**src/rtl/config_pkg.sv**
```systemverilog
// Shared constants for the ALU response serializer.
// Holds the response state encoding, header layout constants and the opcode
// values the UART ALU datapath echoes back in response headers.
package config_pkg;

   // Fixed response header: opcode, reserved, length LSB, length MSB.
   localparam int unsigned HDR_BYTES     = 4;
   localparam logic [7:0]  RESP_RSV_BYTE = 8'h00;

   localparam logic [7:0] OP_ECHO = 8'hEC;
   localparam logic [7:0] OP_ADD  = 8'hAD;
   localparam logic [7:0] OP_MUL  = 8'hAC;
   localparam logic [7:0] OP_DIV  = 8'hD1;

   // Response states, kept as plain constants so legacy code can compare raw codes.
   typedef logic [2:0] resp_state_e;
   localparam resp_state_e StIdle     = 3'd0;
   localparam resp_state_e StHdrOp    = 3'd1;
   localparam resp_state_e StHdrRsv   = 3'd2;
   localparam resp_state_e StHdrLenLo = 3'd3;
   localparam resp_state_e StHdrLenHi = 3'd4;
   localparam resp_state_e StPayload  = 3'd5;
   localparam resp_state_e StChecksum = 3'd6;

endpackage

```
**src/rtl/alu_resp_serializer_byte_mux.sv**
```systemverilog
// resp_byte_mux: selects the response byte presented to the UART transmitter.
// Purely combinational; the FSM and index counter live in alu_resp_serializer.
// Optional feature macro: ALU_RESP_CHECKSUM_EN (adds the checksum byte source).
// Ports:
//   state_i   current response state
//   opcode_i  latched opcode
//   result_i  latched 64-bit result, byte 0 in [7:0]
//   len_i     packet length L
//   k_i       payload byte index
//   csum_i    running XOR of transmitted bytes (checksum builds only)
//   data_o    byte to transmit (0 while idle)
module resp_byte_mux
   import config_pkg::*;
(
   input  resp_state_e  state_i,
   input  logic [7:0]   opcode_i,
   input  logic [63:0]  result_i,
   input  logic [15:0]  len_i,
   input  logic [2:0]   k_i,
`ifdef ALU_RESP_CHECKSUM_EN
   input  logic [7:0]   csum_i,
`endif
   output logic [7:0]   data_o
);

   always_comb begin
      data_o = 8'h00;
      case (state_i)
         StHdrOp:    data_o = opcode_i;
         StHdrRsv:   data_o = RESP_RSV_BYTE;
         StHdrLenLo: data_o = len_i[7:0];
         StHdrLenHi: data_o = len_i[15:8];
         StPayload:  data_o = result_i[{k_i, 3'b000} +: 8];
`ifdef ALU_RESP_CHECKSUM_EN
         StChecksum: data_o = csum_i;
`endif
         default:    data_o = 8'h00;
      endcase
   end

endmodule

```
**src/rtl/alu_resp_serializer.sv**
```systemverilog
// alu_resp_serializer: response side of the UART ALU datapath.
// Accepts one ALU result per valid/ready handshake and streams it as
//   opcode, 0x00, L[7:0], L[15:8], payload bytes LSB-first [, checksum]
// one byte at a time over a valid/ready byte interface.
// Optional feature macro: ALU_RESP_CHECKSUM_EN appends the XOR of all
// transmitted bytes and counts it in L.
// Ports:
//   clk, rst            clock, synchronous active-high reset
//   opcode_i            opcode echoed in the header
//   result_i            ALU result, byte 0 = result_i[7:0]
//   result_bytes_i      payload byte count, clamped to MAX_BYTES_P
//   result_valid_i      result fields valid
//   result_ready_o      serializer idle and able to accept
//   tx_data_o           byte to the UART transmitter
//   tx_valid_o          tx_data_o valid
//   tx_ready_i          transmitter accepts the byte
//   busy_o              packet in flight
module alu_resp_serializer
   import config_pkg::*;
#(
   parameter int unsigned MAX_BYTES_P = 8,
   parameter int unsigned HDR_BYTES_P = HDR_BYTES
) (
   input  logic        clk,
   input  logic        rst,
   input  logic [7:0]  opcode_i,
   input  logic [63:0] result_i,
   input  logic [3:0]  result_bytes_i,
   input  logic        result_valid_i,
   output logic        result_ready_o,
   output logic [7:0]  tx_data_o,
   output logic        tx_valid_o,
   input  logic        tx_ready_i,
   output logic        busy_o
);

   localparam logic [3:0] MaxBytes = 4'(MAX_BYTES_P);

`ifdef ALU_RESP_CHECKSUM_EN
   localparam logic [15:0] CsumBytes = 16'd1;
   localparam resp_state_e StAfterBody = StChecksum;
`else
   localparam logic [15:0] CsumBytes = 16'd0;
   localparam resp_state_e StAfterBody = StIdle;
`endif

   resp_state_e state_q, state_d;
   logic [7:0]  opcode_q, opcode_d;
   logic [63:0] result_q, result_d;
   logic [3:0]  n_q, n_d;
   logic [2:0]  k_q, k_d;
`ifdef ALU_RESP_CHECKSUM_EN
   logic [7:0]  csum_q, csum_d;
`endif

   logic        accept;
   logic        tx_hs;
   logic        last_payload;
   logic [3:0]  n_clamped;
   logic [15:0] len;

   assign result_ready_o = (state_q == StIdle);
   assign tx_valid_o     = (state_q != StIdle);
   assign busy_o         = (state_q != StIdle);

   assign accept       = result_valid_i & result_ready_o;
   assign tx_hs        = tx_valid_o & tx_ready_i;
   assign n_clamped    = (result_bytes_i > MaxBytes) ? MaxBytes : result_bytes_i;
   assign last_payload = ({1'b0, k_q} == (n_q - 4'd1));
   assign len          = 16'(HDR_BYTES_P) + {12'h000, n_q} + CsumBytes;

   always_comb begin
      state_d  = state_q;
      opcode_d = opcode_q;
      result_d = result_q;
      n_d      = n_q;
      k_d      = k_q;
`ifdef ALU_RESP_CHECKSUM_EN
      csum_d   = csum_q;
      if (tx_hs) begin
         csum_d = csum_q ^ tx_data_o;
      end
`endif
      case (state_q)
         StIdle: begin
            if (accept) begin
               opcode_d = opcode_i;
               result_d = result_i;
               n_d      = n_clamped;
               k_d      = 3'd0;
`ifdef ALU_RESP_CHECKSUM_EN
               csum_d   = 8'h00;
`endif
               state_d  = StHdrOp;
            end
         end
         StHdrOp:    if (tx_hs) state_d = StHdrRsv;
         StHdrRsv:   if (tx_hs) state_d = StHdrLenLo;
         StHdrLenLo: if (tx_hs) state_d = StHdrLenHi;
         StHdrLenHi: begin
            if (tx_hs) begin
               state_d = (n_q == 4'd0) ? StAfterBody : StPayload;
            end
         end
         StPayload: begin
            if (tx_hs) begin
               if (last_payload) begin
                  state_d = StAfterBody;
               end else begin
                  k_d = k_q + 3'd1;
               end
            end
         end
`ifdef ALU_RESP_CHECKSUM_EN
         StChecksum: if (tx_hs) state_d = StIdle;
`endif
         default: state_d = StIdle;
      endcase
   end

   always_ff @(posedge clk) begin
      if (rst) begin
         state_q  <= StIdle;
         opcode_q <= 8'h00;
         result_q <= 64'h0;
         n_q      <= 4'd0;
         k_q      <= 3'd0;
`ifdef ALU_RESP_CHECKSUM_EN
         csum_q   <= 8'h00;
`endif
      end else begin
         state_q  <= state_d;
         opcode_q <= opcode_d;
         result_q <= result_d;
         n_q      <= n_d;
         k_q      <= k_d;
`ifdef ALU_RESP_CHECKSUM_EN
         csum_q   <= csum_d;
`endif
      end
   end

   resp_byte_mux u_byte_mux (
      .state_i  (state_q),
      .opcode_i (opcode_q),
      .result_i (result_q),
      .len_i    (len),
      .k_i      (k_q),
`ifdef ALU_RESP_CHECKSUM_EN
      .csum_i   (csum_q),
`endif
      .data_o   (tx_data_o)
   );

endmodule

```
**config.mk**
```make
export PLATFORM = sky130hd
export DESIGN_NAME = alu_resp_serializer
export DESIGN_NICKNAME = d
export VERILOG_FILES = /design/src/rtl/config_pkg.sv /design/src/rtl/alu_resp_serializer_byte_mux.sv /design/src/rtl/alu_resp_serializer.sv
export SDC_FILE = /design/constraint.sdc
export NUM_CORES = 1
export LEC_CHECK = 0
export ABC_AREA = 1
export BUFFER_PORTS_ARGS = -buffer_cell sky130_fd_sc_hd__buf_4
export CAP_MARGIN = 10
export CORE_MARGIN = 2
export CORE_UTILIZATION = 40
export CTS_CLUSTER_DIAMETER = 200
export DETAILED_ROUTE_END_ITERATION = 12
export SLEW_MARGIN = 20
export SYNTH_ARGS = -nofsm -noshare
export SYNTH_HDL_FRONTEND = slang
export SYNTH_SLANG_ARGS = --single-unit
```
**constraint.sdc**
```tcl
create_clock -name clk -period 1.9 [get_ports clk]
set_input_delay 0.095 -clock clk [delete_from_list [all_inputs] [get_ports clk]]
set_output_delay 0.095 -clock clk [all_outputs]
set_load 0.05 [all_outputs]
```
==> results of run 1 <==
-- worst max-delay path, cell delays in order, from the launching register on --
cell and delay [ns]:
dfxtp_2 0.37, inv_2 0.07, buf_12 0.17, a21oi_2 0.16, o21ai_1 0.08, nand3_1 0.11
nand3_2 0.10, o21ai_0 0.09, buf_4 0.22
-- cell type report --
class	count	area share, %
Tap cell	111	2.63
Clock buffer	10	2.60
Inverter	59	4.42
Timing Repair Buffer	142	23.0
Sequential cell	82	31.2
Multi-Input combinational cell	349	35.2
Clock inverter	5	1.04
-- worst max-delay path by stage --
stage                           from  slack, ns      endpoint  depth (start not counted)
final                         k_q[0]       0.06  tx_data_o[6]                          8
after global routing          k_q[1]      -0.01  tx_data_o[4]                          8
after CTS                     k_q[1]      0.004  tx_data_o[7]                          8
after detailed placement  state_q[2]       0.19  result_q[38]                          7
after global placement        n_q[0]       0.24        k_q[1]                         11
after floorplan           state_q[0]      -0.14  tx_data_o[5]                          4
-- power by group through the flow --
| stage | Clock (mW) | Sequential [mW] | Combinational [mW] |
|---|---|---|---|
| CTS | 1.27 | 2.47 | 3.22 |
| finish | 1.25 | 2.49 | 3.40 |
| floorplan | 0 | 2.40 | 2.36 |
| global route | 1.35 | 2.54 | 3.77 |
| detailed placement | 0 | 2.49 | 3.04 |
| global placement | 0 | 2.47 | 2.99 |
-- synth_stat cells (2+ instances only) --
cell type / instances
o21ai_0: 71
clkbuf_1: 14
nor2_1: 6
inv_1: 53
nand3_1: 30
nor3_1: 3
a21oi_1: 109
nand2_2: 3
a22oi_1: 3
o221ai_1: 3
xnor2_1: 2
nand2_1: 101
buf_6: 2
dfxtp_1: 82
nor2_4: 3
buf_2: 18
inv_2: 4
ha_1: 4
o211ai_1: 3
-- sequential cells by signal (all words and copies together), names as in the netlist --
| name | flops |
|---|---|
| k_q | 3 |
| state_q | 3 |
| opcode_q | 8 |
| result_q | 64 |
| n_q | 4 |
-- cell families (layout without fill, tap and decap cells) --
| kind of cell | after synthesis | after routing | synth area share (%) |
|---|---|---|---|
| xor gates and xnor gates | 2 | 2 | 0.463 |
| DFF | 82 | 82 | 43.4 |
| AOI/OAI and AO/OA | 192 | 192 | 26.5 |
| adders and majority gates | 4 | 4 | 1.32 |
| and+or+nand+nor | 151 | 151 | 17.7 |
| buffers and inverters | 95 | 216 | 10.6 |
-- metal layers --
metal,track usage [%],vias to the layer above
li1,-,1977
met4,7.48,0
met5,0,-
met3,3.24,17
met2,31.8,120
met1,32.8,1756
-- what timing repair did --
| item | 4_1_cts | 5_1_grt |
|---|---|---|
| setup endpoints to repair | 8 | 8 |
| pin swaps | 0 | 6 |
| hold buffers | 34 | 0 |
| setup buffers | 4 | 3 |
| gates resized for setup | 22 | 37 |
| endpoints found under the hold margin | 34 | 0 |
-- through the flow --
step	cell area [µm²]	hold WS (ns)
2_1_floorplan	3780	0.238
3_3_place_gp	4500	0.341
3_5_place_dp	4500	0.352
4_1_cts	5140	0.00229
5_1_grt	5290	0.0185
6_report	5290	0.0130
==> impl_metrics.yaml, run 1 <==
sta:
  final_min_period_over_clock_period_pct: 96.7
  clock_skew_after_layout_ns: 0.0131
  tns_ns: 0
  worst_slack_ns: 0.0636
  slew_headroom_pct: 64.7
  report.final.hold_viol_count: 0
  timing.final.setup_violations: 0
  grt_setup_unrepaired: "true"
  timing.fmax_ghz: 0.545
  maxSlewViolCount: 0
  finalCriticalPeriod_ns: 1.84
  timing_worst_slew_pin_value_ns: 0.528
power_and_ir_drop:
  powerDensity_nw_per_um2: 1350
  power_frac_clock_pct: 17.5
  report.power.total_mw: 7.14
  p_seq_share_pct: 34.9
  power_frac_comb_pct: 47.6
  power.switching_mw: 3.09
  vdd_drop_max_mv: 0.621
  p_sw_share_pct: 43.3
  power_leakage_nw: 2.14
  p_int_mw: 4.05
floorplanning:
  die_h_um: 101
  placement_rows: 35
  die_area_um2: 10200
  io_pins: 91
  dieWidth_um: 101
  core_area_um2: 9200
  start_util_pct: 41.1
final_layout:
  num-fill-cells: 870
  seq_area_um2: 1650
  final_common_cell: "nand2_1"
  post-route-util_pct: 57.5
  design.final.nets: 727
  layout.cells.most_common_list: "100 x nand2_1, 98 x buf_4, 97 x a21oi_1"
  finish.cell_count_without_fillers: 758
  final_layout_size_suffix_gt1_share_pct: 26.4
  insertedDiodeCount: 0
  multiInputGateArea_um2: 1860
  synthToLayoutAreaGrowth_pct: 39.8
worst_setup_path:
  r2r_end: "k_q[1]"
  timing.critical_path.to_type: "output port"
  critical_path.reg2reg.startpoint: "n_q[0]"
  crit_arrival_ns: 1.74
  r2r_slack_ns: 0.16
  crit_path_start_kind: "flop"
  timing.reg2reg.worst_path_depth: 11
  required_ns: 1.80
  crit_path_max_fanout: 28
  crit_type: "flop to output port"
logic_synthesis:
  post_synthesis_average_cell_area_um2: 7.19
  yosys_register_bits: 82
  postSynthNetCount: 610
  synth_largest_type_area_fraction_pct: 43.4
  cells_taking_the_most_area_after_synthesis: "dfxtp_1 43%, a21oi_1 14%, nand2_1 10%"
  ys.warnings.count: 0
  post_synth_edffs: 0
  async_flop_share_pct: 0
  most_common_flop_cell_mapped_by_yosys: "dfxtp_1"
  synth_cells: 526
  netlist_area_um2: 3780
  yosysSeqAreaShare_pct: 43.4
  synth.lib_cells_used.distinct: 31
  synth_top_cell_by_area: "dfxtp_1"
placement:
  placement.setup.worst_slack_ns: 0.185
  placed_cells_incl_taps: 702
  dp_hpwl_um: 7800
  routabilityCongestion: 0.870
  io_buffers: 90
clocking:
  clock_latency_ns: 0.36
  cts_tree: "done"
  root_buffer: "clkbuf_8"
  cts-root-to-sink-buffers: 2
  cts-buffers-inserted: 9
  cts.sink_count: 82
  path_clk_slew_ns: 0.09
  clock_tree.htree_level_count: 3
hold_path:
  timing.hold.worst.start: "result_bytes_i[3]"
  min_delay_path_depth: 4
  worstHoldPathType: "primary input to flop"
  hold_path_end: "n_q[0]"
routing:
  antenna_violating_nets_post_route: 0
  wire_per_inst_um: 14.3
  route.met3.wl_um: 617
  vias: 3870
  highest-signal-layer: "met4"
  met2RoutedLength_um: 4680
  drt_drc_violations_left: 0
  drt-pass1-iter-count: 5
  detail_route.wirelength.met1_um: 5370
  postRouteWirelength_um: 10900
  vias_per_cell: 5.11
  first_iter_violations: 245
global_routing:
  gr-usage-all-layers_pct: 21.8
  first_global_vias: 3536
  grt_first_pass_wirelength_um: 17300
  globalRoute.totalOverflow: 0
  initial_antenna_violation_count: 0
  grt_max_degree: 54
job:
  cap_violations: 0
status:
  outcome: "completed"
(Power assumes the default switching activity.)
==> inputs of run 2 (changes only) <==
Settings changed: CTS_CLUSTER_SIZE from default to 25, HOLD_SLACK_MARGIN from default to 0.08.
==> impl_metrics.yaml, run 2 (synthesis results as in run 1) <==
floorplanning:
  io_pins: 91
  die_h_um: 101
  dieWidth_um: 101
  die_area_um2: 10200
  core_area_um2: 9200
  start_util_pct: 41.1
  placement_rows: 35
clocking:
  cts.sink_count: 82
  path_clk_slew_ns: 0.09
  cts-root-to-sink-buffers: 2
  root_buffer: "clkbuf_8"
  cts-buffers-inserted: 9
  cts_tree: "done"
  clock_latency_ns: 0.36
  clock_tree.htree_level_count: 3
placement:
  io_buffers: 90
  routabilityCongestion: 0.870
  dp_hpwl_um: 7800
sta:
  clock_skew_after_layout_ns: 0.0114
  finalCriticalPeriod_ns: 1.83
  slew_headroom_pct: 65.0
  timing.fmax_ghz: 0.546
  final_min_period_over_clock_period_pct: 96.4
  grt_setup_unrepaired: "true"
  timing.final.setup_violations: 0
  report.final.hold_viol_count: 0
  finalHoldWorstSlack_ns: 0.138
  timing_worst_slew_pin_value_ns: 0.525
  maxSlewViolCount: 0
global_routing:
  gr-usage-all-layers_pct: 22.7
  initial_antenna_violation_count: 0
  first_global_vias: 3679
  globalRoute.totalOverflow: 0
  grt_first_pass_wirelength_um: 17900
  grt_max_degree: 54
final_layout:
  register_containing_the_most_flip_flops_in_the_final_layout: "result_q"
  layout.cells.most_common_list: "100 x nand2_1, 98 x buf_4, 97 x a21oi_1"
  largest_register_ff_count: 64
  insertedDiodeCount: 0
  num-fill-cells: 813
  final_common_cell: "nand2_1"
  reg.largest.list: "result_q: 64 flops, opcode_q: 8 flops, n_q: 4 flops"
  design.final.nets: 768
  synthToLayoutAreaGrowth_pct: 50.7
  final_layout_size_suffix_gt1_share_pct: 24.9
worst_setup_path:
  crit_arrival_ns: 1.74
  crit_path_max_fanout: 28
  crit_type: "flop to output port"
  r2r_slack_ns: 0.15
  timing.critical_path.to_type: "output port"
  crit_path_start_kind: "flop"
  required_ns: 1.80
job:
  cap_violations: 0
routing:
  first_iter_violations: 247
  wire_per_inst_um: 14.3
  antenna_violating_nets_post_route: 0
  drt-pass1-iter-count: 6
  drt_drc_violations_left: 0
  vias: 4022
  postRouteWirelength_um: 11400
  vias_per_cell: 5.03
status:
  outcome: "completed"
power_and_ir_drop:
  power_leakage_nw: 2.31
  powerDensity_nw_per_um2: 1270
  vdd_drop_max_mv: 0.620
  report.power.total_mw: 7.21
hold_path:
  worstHoldPathType: "primary input to flop"
## run 2: cell count changes in the layout (fill, tap and decap cells not counted), sizes merged
cell	before	now
dlygate4sd3	34	75
## run 2: critical path, stage by stage, from the launching register on
cell and delay [ns]:
dfxtp_2 0.37, inv_2 0.07, buf_12 0.17, a21oi_2 0.16
o21ai_1 0.08, nand3_1 0.11, nand3_2 0.10, o21ai_0 0.09
buf_4 0.22
## run 2: where the power goes
group	switching, mW	total [mW]	internal, mW
clock network	0.613	1.24	0.631
logic	2.22	3.48	1.26
registers	0.271	2.49	2.22
## run 2: cell type report
| class | count | area, µm² | share of cell area, % |
|---|---|---|---|
| multi-input cells | 349 | 1860 | 32.6 |
| flip-flops and latches | 82 | 1650 | 28.9 |
| repair buffers | 183 | 1630 | 28.5 |
| inverters | 59 | 234 | 4.11 |
| well taps | 111 | 139 | 2.44 |
| clock buffers | 10 | 138 | 2.41 |
| clock inverters | 5 | 55.1 | 0.966 |
## run 2: metal layers
metal  part of all wire [%]  global-route usage, %  routed length [µm]  vias up
met5                      0                      0                   0        -
met4                    1.4                   7.48                 159        0
met3                    4.9                   3.04                 557       14
met2                     45                   34.6                5180      112
met1                     48                   33.1                5550     1836
li1                       -                      -                   -     2060
## run 2: per-stage QoR
step                worst slack, ns  util [%]  cells  setup TNS, ns  cell area, µm²
floorplan                    -0.144         -    526         -0.433            3780
global placement              0.243      49.0    702              0            4500
detailed placement            0.185      49.0    702              0            4500
CTS                         0.00375      60.3    796              0            5550
global route                -0.0108      62.0    799        -0.0214            5700
finish                       0.0688      62.0    799              0            5700
## run 2: timing repair
| item | 4_1_cts | 5_1_grt |
|---|---|---|
| hold endpoints to repair | 75 | 0 |
| pin swaps | 0 | 6 |
| hold buffers | 75 | 0 |
| resized for setup | 22 | 37 |
| endpoints found under the setup margin | 8 | 8 |
| setup buffers | 4 | 3 |
## run 2: final timing paths
path                startpoint      endpoint  cells after the start
hold reg to reg    opcode_q[7]   opcode_q[7]                      2
setup / recovery        k_q[0]  tx_data_o[6]                      8
setup reg to reg        n_q[0]        k_q[1]                     11
hold / removal    result_i[60]  result_q[60]                      3
